$ cat config.mk
export PLATFORM = sky130hd
export DESIGN_NAME = shift_sequencer
export DESIGN_NICKNAME = d
export VERILOG_FILES = /design/src/rtl/arm_shift_pkg.sv /design/src/rtl/shift_step.sv /design/src/rtl/shift_sequencer.sv
export SDC_FILE = /design/constraint.sdc
export NUM_CORES = 1
export LEC_CHECK = 0
export BUFFER_PORTS_ARGS = -buffer_cell sky130_fd_sc_hd__buf_2
export CAP_MARGIN = 20
export CORE_MARGIN = 5
export CORE_UTILIZATION = 50
export CTS_CLUSTER_SIZE = 12
export DETAILED_ROUTE_END_ITERATION = 10
export PLACE_DENSITY = 0.76
export SYNTH_ARGS = -nofsm -noshare
export SYNTH_HDL_FRONTEND = slang
export SYNTH_SLANG_ARGS = --single-unit
export TNS_END_PERCENT = 20
$ cat constraint.sdc
create_clock -name i_clk -period 3.6 [get_ports i_clk]
set_input_delay 0.72 -clock i_clk [delete_from_list [all_inputs] [get_ports i_clk]]
set_output_delay 0.72 -clock i_clk [all_outputs]
set_load 0.02 [all_outputs]
$ cat src/rtl/arm_shift_pkg.sv
// Shared types and constants for the ARM operand-2 shift sequencer.
// Latency: n/a (definitions only).
// Backpressure: n/a (definitions only).
package arm_shift_pkg;

  localparam int WIDTH = 32;
  localparam int CNT_W = 6;

  // Architectural shift-type field encodings (instruction bits [6:5]).
  localparam logic [1:0] LSL = 2'b00;
  localparam logic [1:0] LSR = 2'b01;
  localparam logic [1:0] ASR = 2'b10;
  localparam logic [1:0] ROR = 2'b11;

  // Internal step operation; RRX has no architectural code of its own.
  typedef enum logic [2:0] {
    OP_LSL = 3'b000,
    OP_LSR = 3'b001,
    OP_ASR = 3'b010,
    OP_ROR = 3'b011,
    OP_RRX = 3'b100
  } step_op_t;

  typedef enum logic [1:0] {
    IDLE  = 2'b00,
    SHIFT = 2'b01,
    DONE  = 2'b10
  } state_t;

  // Map an architectural shift type onto the matching step operation.
  function automatic step_op_t to_step_op(input logic [1:0] t);
    step_op_t r;
    case (t)
      LSL:     r = OP_LSL;
      LSR:     r = OP_LSR;
      ASR:     r = OP_ASR;
      default: r = OP_ROR;
    endcase
    return r;
  endfunction

endpackage

$ cat src/rtl/shift_step.sv
// Single-bit shift step: applies one LSL/LSR/ASR/ROR/RRX position to operand and carry.
// Latency: purely combinational, zero cycles.
// Backpressure: none; the owning sequencer decides when a step is committed.
module shift_step
  import arm_shift_pkg::*;
(
  input  logic [WIDTH-1:0] i_op,
  input  logic             i_c,
  input  step_op_t         i_type,
  output logic [WIDTH-1:0] o_op,
  output logic             o_c
);

  // One-position shift; carry takes the bit that falls off the end.
  always_comb begin
    o_op = i_op;
    o_c  = i_c;
    case (i_type)
      OP_LSL: begin
        o_c  = i_op[WIDTH-1];
        o_op = {i_op[WIDTH-2:0], 1'b0};
      end
      OP_LSR: begin
        o_c  = i_op[0];
        o_op = {1'b0, i_op[WIDTH-1:1]};
      end
      OP_ASR: begin
        o_c  = i_op[0];
        o_op = {i_op[WIDTH-1], i_op[WIDTH-1:1]};
      end
      OP_ROR: begin
        o_c  = i_op[0];
        o_op = {i_op[0], i_op[WIDTH-1:1]};
      end
      OP_RRX: begin
        // RRX runs exactly one step, so i_c is still the latched CPSR C here.
        o_c  = i_op[0];
        o_op = {i_c, i_op[WIDTH-1:1]};
      end
      default: begin
        o_op = i_op;
        o_c  = i_c;
      end
    endcase
  end

endmodule

$ cat src/rtl/shift_sequencer.sv
// Operand-2 barrel-shift sequencer: decodes the ARM shift count, then steps one bit per cycle.
// Latency: n+1 cycles from accept edge to o_out_valid (n = effective count, 0..33).
// Backpressure: o_in_ready only in IDLE; result/carry held in DONE until i_out_ready.
module shift_sequencer
  import arm_shift_pkg::*;
(
  input  logic             i_clk,
  input  logic             i_reset,
  input  logic             i_in_valid,
  output logic             o_in_ready,
  input  logic [WIDTH-1:0] i_rm,
  input  logic [7:0]       i_rs_low,
  input  logic [11:0]      i_imm12,
  input  logic             i_is_imm,
  input  logic             i_carry_in,
  output logic             o_out_valid,
  input  logic             i_out_ready,
  output logic [WIDTH-1:0] o_result,
  output logic             o_carry_out
);

  state_t           r_state;
  state_t           w_state_nxt;
  logic [WIDTH-1:0] r_op;
  logic             r_c;
  step_op_t         r_type;
  logic [CNT_W-1:0] r_cnt;

  logic             w_load;
  logic             w_step;
  logic [WIDTH-1:0] w_op_ld;
  step_op_t         w_type_ld;
  logic [CNT_W-1:0] w_n;
  logic [WIDTH-1:0] w_step_op;
  logic             w_step_c;

  logic [4:0]       w_shamt;
  logic [1:0]       w_sty;
  logic             w_regflag;
  logic [3:0]       w_rot4;
  logic [7:0]       w_imm8;

  assign w_rot4    = i_imm12[11:8];
  assign w_imm8    = i_imm12[7:0];
  assign w_shamt   = i_imm12[11:7];
  assign w_sty     = i_imm12[6:5];
  assign w_regflag = i_imm12[4];

  // Resolve operand, step type and effective count, folding in the ARM special encodings.
  always_comb begin
    w_op_ld   = i_rm;
    w_type_ld = to_step_op(w_sty);
    w_n       = '0;
    if (i_is_imm) begin
      // Rotated immediate: ROR of the zero-extended byte by twice rot4.
      w_op_ld   = {{(WIDTH-8){1'b0}}, w_imm8};
      w_type_ld = OP_ROR;
      w_n       = {1'b0, w_rot4, 1'b0};
    end else if (!w_regflag) begin
      case (w_sty)
        LSL: w_n = {1'b0, w_shamt};
        LSR, ASR: w_n = (w_shamt == 5'd0) ? CNT_W'(32) : {1'b0, w_shamt};
        default: begin
          if (w_shamt == 5'd0) begin
            // ROR #0 encodes RRX: a single step through the carry.
            w_type_ld = OP_RRX;
            w_n       = CNT_W'(1);
          end else begin
            w_n = {1'b0, w_shamt};
          end
        end
      endcase
    end else if (i_rs_low != 8'd0) begin
      case (w_sty)
        // Counts past 32 saturate at 33, which shifts every bit out including the carry.
        LSL, LSR: w_n = (i_rs_low >= 8'd33) ? CNT_W'(33) : i_rs_low[CNT_W-1:0];
        // ASR saturates at 32: result is all sign bits and carry is the sign.
        ASR: w_n = (i_rs_low >= 8'd32) ? CNT_W'(32) : i_rs_low[CNT_W-1:0];
        // Register ROR works modulo 32, with a multiple of 32 stepping a full turn.
        default: w_n = (i_rs_low[4:0] == 5'd0) ? CNT_W'(32) : {1'b0, i_rs_low[4:0]};
      endcase
    end
  end

  shift_step u_step (
    .i_op   (r_op),
    .i_c    (r_c),
    .i_type (r_type),
    .o_op   (w_step_op),
    .o_c    (w_step_c)
  );

  // State register; reset wins over any in-flight request.
  always_ff @(posedge i_clk) begin
    if (i_reset) begin
      r_state <= IDLE;
    end else begin
      r_state <= w_state_nxt;
    end
  end

  // Next-state and datapath strobes; handshake inputs only steer the next state.
  always_comb begin
    w_state_nxt = r_state;
    w_load      = 1'b0;
    w_step      = 1'b0;
    case (r_state)
      IDLE: begin
        if (i_in_valid) begin
          w_load      = 1'b1;
          w_state_nxt = (w_n != '0) ? SHIFT : DONE;
        end
      end
      SHIFT: begin
        w_step = 1'b1;
        if (r_cnt == CNT_W'(1)) begin
          w_state_nxt = DONE;
        end
      end
      DONE: begin
        if (i_out_ready) begin
          w_state_nxt = IDLE;
        end
      end
      default: w_state_nxt = IDLE;
    endcase
  end

  // Operand, carry, step type and remaining count: load on accept, update per step.
  always_ff @(posedge i_clk) begin
    if (i_reset) begin
      r_op   <= '0;
      r_c    <= 1'b0;
      r_type <= OP_LSL;
      r_cnt  <= '0;
    end else if (w_load) begin
      r_op   <= w_op_ld;
      r_c    <= i_carry_in;
      r_type <= w_type_ld;
      r_cnt  <= w_n;
    end else if (w_step) begin
      r_op   <= w_step_op;
      r_c    <= w_step_c;
      r_cnt  <= r_cnt - CNT_W'(1);
    end
  end

  assign o_in_ready  = (r_state == IDLE);
  assign o_out_valid = (r_state == DONE);
  assign o_result    = r_op;
  assign o_carry_out = r_c;

endmodule

; Word-level counts from Yosys, hierarchy flattened
; Index checks and enable logic that the tools add are counted.
[word_totals]
out_inout_bits = 35
elab_cells = 73
input_bits = 58
register_bits = 44
[classes]
n_addsub = 1
reduce_logical = 19
n_eq_ne = 13
muxes = 32
magnitude_cmp = 2
[ops]
columns = cell, count
row1 = 32-bit case mux with 5 select lines, 1
row2 = 32-bit two-way mux, 3
row3 = 6-bit two-way mux, 9
row4 = 6-bit case mux with 2 select lines, 2
row5 = 8-bit by 6-bit greater-or-equal comparator with 1-bit output (second input constant), 2
row6 = 3-bit two-way mux, 4
row7 = 2-bit case mux with 3 select lines, 2
row8 = 6-bit nonzero test, 2
row9 = 5-bit logical NOT, 2
row10 = 2-bit two-way mux, 4
row11 = 8-bit nonzero test, 1
row12 = 3-bit by 2-bit equality test with 1-bit output (second input constant), 2
row13 = 6-bit by 1-bit equality test with 1-bit output (second input constant), 1
row14 = 2-bit inequality test (second input constant), 3
row15 = 3-bit AND reduction, 2
row16 = 6-bit by 1-bit subtractor with 6-bit output (second input constant), 1
row17 = 1-bit two-way mux, 5
row18 = 5-bit two-way mux, 1
row19 = 5-bit nonzero test, 1
row20 = 2-bit by 1-bit equality test with 1-bit output (second input constant), 2
row21 = 2-bit equality test (second input constant), 2
row22 = 2-bit logical NOT, 2
row23 = 2-bit AND reduction, 2
row24 = 2-bit OR reduction, 2
row25 = other kinds (9), 9

; Longest topological paths before layout
; Gate-level depths: netlist of the first run.
[depth]
ltp_word = 10
mapped_depth = 8
depth_no_buf = 7

; Modules after synthesis
; From an unflattened synthesis of the first run, not the netlist that was laid out.
[hier_totals]
cells_unflattened = 496
hier_area_um2 = 3458.3
[by_module_without_submodules]
columns = mod, cells_each, instances, area_each_um2, seq_area_each_um2
row1 = shift_sequencer, 343, 1, 2527.4, 880.8
row2 = shift_step, 153, 1, 930.9, 0.0

; Least setup slack after synthesis of the first run
; Ideal clock, no wire load.
[synth_timing]
path_kind = input to register
from = input port i_imm12[5]
to = register r_cnt[5]
arrival_time_ns = 2.048
required_ns = 3.472
setup_slack_ns = 1.425
path_buffers = 0
setup_ns = 0.128
path_stages = 7
cell_sequence = inv_1 ha_1 nor4_4 nor3_1 a22o_2 a222oi_1 nor2_1
[synth_via]
elab_chain_len = 7
word_cells_on_any_way = 11
cone_classes = 2 x eq/ne / 6 x mux / 3 x reduce/logical
[synth_lines]
columns = element, line
row1 = start: declaration, shift_sequencer.sv:13  ; input logic [11:0] i_imm12,
row2 = 2-bit by 1-bit equality test with 1-bit output / 2-bit logical NOT (equally long branches), "shift_sequencer.sv:60, shift_sequencer.sv:74"
row3 = 2-bit OR reduction, shift_sequencer.sv:74  ; case (w_sty)
row4 = 6-bit case mux with 2 select lines, shift_sequencer.sv:74
row5 = 6-bit two-way mux, shift_sequencer.sv:73  ; end else if (i_rs_low != 8'd0) begin
row6 = 6-bit two-way mux *, shift_sequencer.sv:59  ; end else if (!w_regflag) begin
row7 = 6-bit two-way mux *, shift_sequencer.sv:54  ; if (i_is_imm) begin
row8 = 6-bit two-way mux *, shift_sequencer.sv:136  ; end else if (w_load) begin
row9 = end signal: assignment, shift_sequencer.sv:140  ; r_cnt <= w_n;
row10 = end signal: assignment, shift_sequencer.sv:144  ; r_cnt <= r_cnt - CNT_W'(1);
row11 = end: declaration, shift_sequencer.sv:27  ; logic [CNT_W-1:0] r_cnt;
; Every way passes the cells marked *; elsewhere a longest branch is shown, timed or not.
; A chain may end at the register's enable or synchronous reset.

; Worst setup path after layout of the first run
[layout_timing]
from = register r_type[0]
to = register r_op[7], in the netlist o_result[7]
[layout_via]
elab_chain_len = 4
word_cells_on_any_way = 10
cone_classes = 4 x eq/ne / 3 x mux / 3 x reduce/logical
[layout_lines]
columns = element, line
row1 = start: declaration, shift_sequencer.sv:26  ; step_op_t r_type;
row2 = start signal: assignment, shift_sequencer.sv:139  ; r_type <= w_type_ld;
row3 = 3-bit equality test (tied with other cells), shift_step.sv:18  ; case (i_type)
row4 = 32-bit case mux with 5 select lines, shift_step.sv:18
row5 = 32-bit two-way mux, shift_sequencer.sv:141  ; end else if (w_step) begin
row6 = 32-bit two-way mux, shift_sequencer.sv:136
row7 = end signal: assignment, shift_sequencer.sv:137  ; r_op <= w_op_ld;
row8 = end signal: assignment, shift_sequencer.sv:142  ; r_op <= w_step_op;
row9 = end: declaration, shift_sequencer.sv:24  ; logic [WIDTH-1:0] r_op;
; Several ways; a longest one is shown, not always the timed one. The select of a mux whose other input is x is not followed.

==> metrics, run 1 <==
run status finished clean; PortBufs 92; post-CTS setup buffers 0; reg2reg end o_result[7]; number of global-route vias before repair 2916; Post-synth ARST share 0%; Iteration-0 DRC Markers 206; unique cell type count in the Yosys netlist 56; number of enable flip-flop cells after synthesis 0; Synth area leaders dfxtp_1 29%, a21oi_1 9.8%, a311oi_1 9.2%, o21ai_0 6.4%, nand3_1 5.7%; reg2reg path depth 5; num ports 93; cells after synthesis 401; element type at the critical path end flop; Worst-path clk slew approximately 80 ps; Final Max Slew Viols 0; Cells after DPL ~530; remaining global-route overflow 0; cell taking the most area after synthesis dfxtp_1; diode count 0; Cell Chain, Critical Path or3_1 > nand3_1 > a311oi_1 > a21oi_1 > nor2_1; Setup crit start r_type[0]; critical path capture point o_result[7]; RR Startpoint r_type[0]; via count about 3300; drc violations 0; syn_area_per_cell around 7.6 sq um; worst vdd ir 0.000243 V; sequential element share of the synthesized area 28.8%; Relative slew margins 28.0%; Fill cells 557; die span in y between 80 and 90 microns; Worst Path Max Fanout 32; Core ar. 0.00592 sq mm; Setup CP Type flop to flop; # nets final 528; CTS Sinks 44; CTS Buffer Depth 2; Leak Pwr around 1.4 nW; CTS HTree Levels 2; met1 wire length approximately 3800 microns; Total GRT Usage a little over a fifth; share of layout cells above drive strength 1 between 20% and 30%; Yosys warning total 0; Post-Syn Area slightly above 0.003 sq mm; Net Count, Synth between 400 and 500; CTS Hold Bufs 0; most instantiated library cell after synthesis a21oi_1; # resized after CTS 0; RSZ-0062 raised after global routing false; Die X 88.2 microns; ANT nets after route 0; top layer in use met4; # rows 28; HPWL Detailed about 5900 microns; cts bufs inserted 5; worst skew pair latency ~300 ps; WL final just under 9000 microns; Initial DRT Pass Iterations 5; met2 WL post-DR about 4100 microns; ys flop type dfxtp_1; Hold Vio Cnt, Final 0; startpoint types flop; Post-Route Setup TNS 0 ps; initial antenna violation count 0; Vias per Instance about 6; Worst EP required ~3800 ps; Tmin final 2250 ps; cell area power density ~440 mW/mm^2; met3 wire len 640 microns; #FFs+latches synth 44; maximum clock frequency 445 MHz; top cells by count, synth 60 x a21oi_1, 44 x dfxtp_1, 43 x nor2_1; Root Buffer clkbuf_8; Max-Cap Viols 0; Crit path largest cell delay 890 ps; CP max stage cell or3_1; global placement routability congestion slightly below 0.9; Final Skew between 2 and 2.5 ps; CP arrival approximately 2500 ps; FF-to-FF setup slack roughly 1400 ps; Initial Util 51.7%; die footprint about 0.008 sq mm; largest net degree at the start of global routing 76; global-route wire length before repair 13700 microns; Synth top area share 28.8%; non-filler cells, final between 500 and 600; CTS tree yes; final worst-path cycle share between 60% and 70%; drt wl/cell 16.1 microns; area grow syn2layout 15.2%; Least-Margin Pin Slew 1080 ps; count of final setup violators 0; HP Class flop to flop
==> worst min path at each step <==
| stage | cells after the start | to | start |
|---|---|---|---|
| final | 2 | o_result[22] | o_result[22] |
| after global routing | 2 | o_result[16] | o_result[16] |
| after CTS | 2 | o_result[16] | o_result[16] |
| after detailed placement | 2 | o_result[22] | o_result[22] |
| after global placement | 2 | o_result[29] | o_result[29] |
| after floorplan | 2 | r_cnt[1] | r_cnt[1] |
==> layout by cell type, fill, tap and decap left out, types with 3 or more instances in the layout <==
master    Yosys  layout
a21oi_1      60      60
nor2b_1       9       9
a311oi_1     32      32
buf_2        13      92
nand2_1       6       5
ha_1          7       7
nor3_1        6       6
inv_1        12      12
dfxtp_1      44      44
nor4_2        3       3
a211oi_1     11      11
nor2_1       43      43
nand3_1      35      35
clkbuf_8      0       7
nor4_1        4       4
o21ai_0      39      39
buf_4         0       5
==> worst max-delay path: cells and delay by family (launching register included) <==
family / cells / cell delay [ps]
and+or+nand+nor: 3 / 1190
AOI/OAI and AO/OA: 2 / 420
DFF: 1 / 550
==> layer usage <==
metal | vias up | track usage [%]
met1 | 1534 | 29.3
li1 | 1636 | -
met4 | 0 | 4.53
met3 | 9 | 4.93
met2 | 126 | 35.1
met5 | - | 0
==> cell families after synthesis <==
logic type | share of synthesized area [%]
flops | 28.8
mux | 1.02
fa+ha+maj | 2.86
compound gates | 36.0
simple gates | 21.9
xor+xnor | 0.572
buf+inv | 8.91
==> registers in the layout, summed over array words and instances, names as in the netlist <==
signal	cells
o_result	32
r_state	2
r_cnt	6
o_carry_out	1
r_type	3
==> power by group <==
| group | switching (mW) | internal (mW) |
|---|---|---|
| Sequential | 0.0769 | 0.551 |
| Clock | 0.172 | 0.171 |
| Combinational | 0.354 | 0.211 |
| Total | 0.603 | 0.933 |
==> per-stage QoR <==
stage,power (mW),worst slack (ps),hold slack (ps),util (%),cell area (sq um)
after floorplan,1.05,1420,535,-,3060
after global placement,1.19,1140,521,57.9,3430
after detailed placement,1.20,1070,526,57.9,3430
after CTS,1.53,1370,540,59.6,3530
after global routing,1.63,1220,559,59.6,3530
final,1.54,1350,543,59.6,3530
==> cell type report <==
class,count,area [sq um],area share [%]
inverter,12,45.0,1.28
multi-input combinational,303,1910,54.2
sequential,44,881,25.0
clock buffer,7,96.3,2.73
timing repair buffer,97,498,14.1
tap,75,93.8,2.66
No activity file was read; power rests on OpenSTA's default activity.
==> run 2, diff against run 1 <==
- CORE_UTILIZATION: 50 -> 47
- PLACE_DENSITY: 0.76 -> 0.75
- clock period: 3.6 -> 2 ns (I/O delays scaled with it)
==> run 2 against run 1 <==
Against the previous run: worst setup slack got worse by 1200 ps; final cell count rose by 4.1%; critical path type is now input pin to flop; largest power group unchanged; utilization fell by 1.2 points; non-clock buffer count rose by 19.
==> metrics, run 2 (synthesis gave the netlist of run 1 again) <==
run status finished clean; Pint between 1.5 and 2 mW; CP arrival just over 2000 ps; CTS HTree Levels 2; Setup CP Type input pin to flop; most common cell after layout, fill and taps aside buf_2; num ports slightly above 90; CTS Hold Bufs 0; sequential share of power around two fifths; worst vdd ir about 0.00055 V; Final Skew 11.8 ps; Tmin final 1810 ps; Leak Pwr 1.48 nW; die span in y approximately 90 microns; post-route cell area approximately 0.0037 sq mm; Root Buffer clkbuf_8; Vias per Instance slightly above 6; Total GRT Usage 20.9%; Initial DRT Pass Iterations 5; PortBufs 92; element type at the critical path end flop; Comb power frac roughly 38%; final worst-path cycle share around 91%; cts bufs inserted 5; CTS tree yes; Fill cells 604; largest net degree at the start of global routing 65; Iteration-0 DRC Markers 332; # nets final between 500 and 600; CTS Buffer Depth 2; # rows 29; WL final around 9000 microns; RSZ-0062 raised after global routing false; initial antenna violation count 0; via count about 3500; die footprint ~0.008 sq mm; Sw Share just under 40%; drt wl/cell between 15 and 20 microns; HP Class input pin to flop; CTS Sinks 44; Core ar. between 0.006 and 0.007 sq mm; global placement routability congestion ~0.9; area grow syn2layout 21.0%; number of global-route vias before repair around 3100; remaining global-route overflow 0; Final Max Slew Viols 0; # resized after CTS 0; max reg flops 32; Max-Cap Viols 0; ANT nets after route 0; Least-Margin Pin Slew approximately 580 ps; worst skew pair latency 300 ps; Worst EP required around 2300 ps; diode count 0; Relative slew margins 61.5%; Die X about 91 microns; Worst-path clk slew 90 ps; cell area power density 790 mW/mm^2; maximum clock frequency between 500 and 600 MHz; Hold Vio Cnt, Final 0; post-CTS setup buffers 0; Switch Pwr ~1.1 mW; Clock power frac 24.3%; global-route wire length before repair approximately 15000 microns; most frequent cells in the layout 92 x buf_2, 60 x a21oi_1, 44 x dfxtp_1, 43 x nor2_1, 39 x o21ai_0; count of final setup violators 0; dpl cell area between 0.003 and 0.004 sq mm; startpoint types input pin; Initial Util between 40 and 50%; HPWL Detailed around 6400 microns; drc violations 0; Hold Slack between 300 and 400 ps; share of layout cells above drive strength 1 29.6%; Worst Path Max Fanout 4
==> run 2: cell types whose count changed in the layout (fill, tap and decap cells not counted) <==
cell	delta
buf_12	+1
bufinv_16	+1
clkinvlp_4	+1
buf_4	+18
inv_6	+1
clkbuf_8	-2
==> run 2: critical path, cell delays in order <==
cell	delay (ps)
buf_2	120
inv_1	70
ha_1	260
nor4_4	350
buf_4	170
a211oi_4	40
a22o_4	220
nor4_2	230
o311a_1	200
==> run 2: path summary, 6_finish.rpt <==
check | slack, ps | end | startpoint | depth (start not counted)
worst min register to register | 550 | o_result[8] | o_result[8] | 2
worst max register to register | 260 | o_result[23] | r_state[0] | 6
worst min-delay path | 380 | r_cnt[1] | i_imm12[8] | 3
worst max-delay path | 190 | r_state[1] | i_imm12[6] | 9
==> run 2: area by class of cell <==
cell class	instances	area (sq um)	area share [%]
Multi-Input combinational cell	303	1910	51.7
Sequential cell	44	881	23.8
Timing Repair Buffer	116	653	17.6
Inverter	12	45.0	1.22
Clock buffer	5	68.8	1.86
Clock inverter	3	46.3	1.25
Tap cell	77	96.3	2.60
==> run 2: per-layer routing <==
metal / GRT usage, % / wire length [microns] / vias to the layer above
li1: - / - / 1681
met1: 29.2 / 3990 / 1633
met2: 32.7 / 4290 / 149
met3: 4.33 / 654 / 8
met4: 5.33 / 116 / 0
met5: 0 / 0 / -
==> run 2: stage by stage <==
stage | power, mW | setup TNS (ps) | worst slack [ps] | instances | util [%]
after floorplan | 1.89 | 0 | 145 | 401 | -
after global placement | 2.20 | -3.95 | -3.95 | 552 | 56.5
after detailed placement | 2.22 | -349 | -105 | 552 | 56.5
after CTS | 2.92 | 0 | 209 | 560 | 58.3
after global routing | 3.10 | 0 | 77.8 | 560 | 58.3
final | 2.93 | 0 | 189 | 560 | 58.3
==> run 2: power groups by stage <==
stage / clock (mW) / combinational, mW / sequential (mW)
floorplan: 0 / 0.697 / 1.20
global placement: 0 / 1.07 / 1.13
detailed placement: 0 / 1.09 / 1.13
CTS: 0.717 / 1.10 / 1.11
global route: 0.756 / 1.21 / 1.13
finish: 0.711 / 1.10 / 1.12
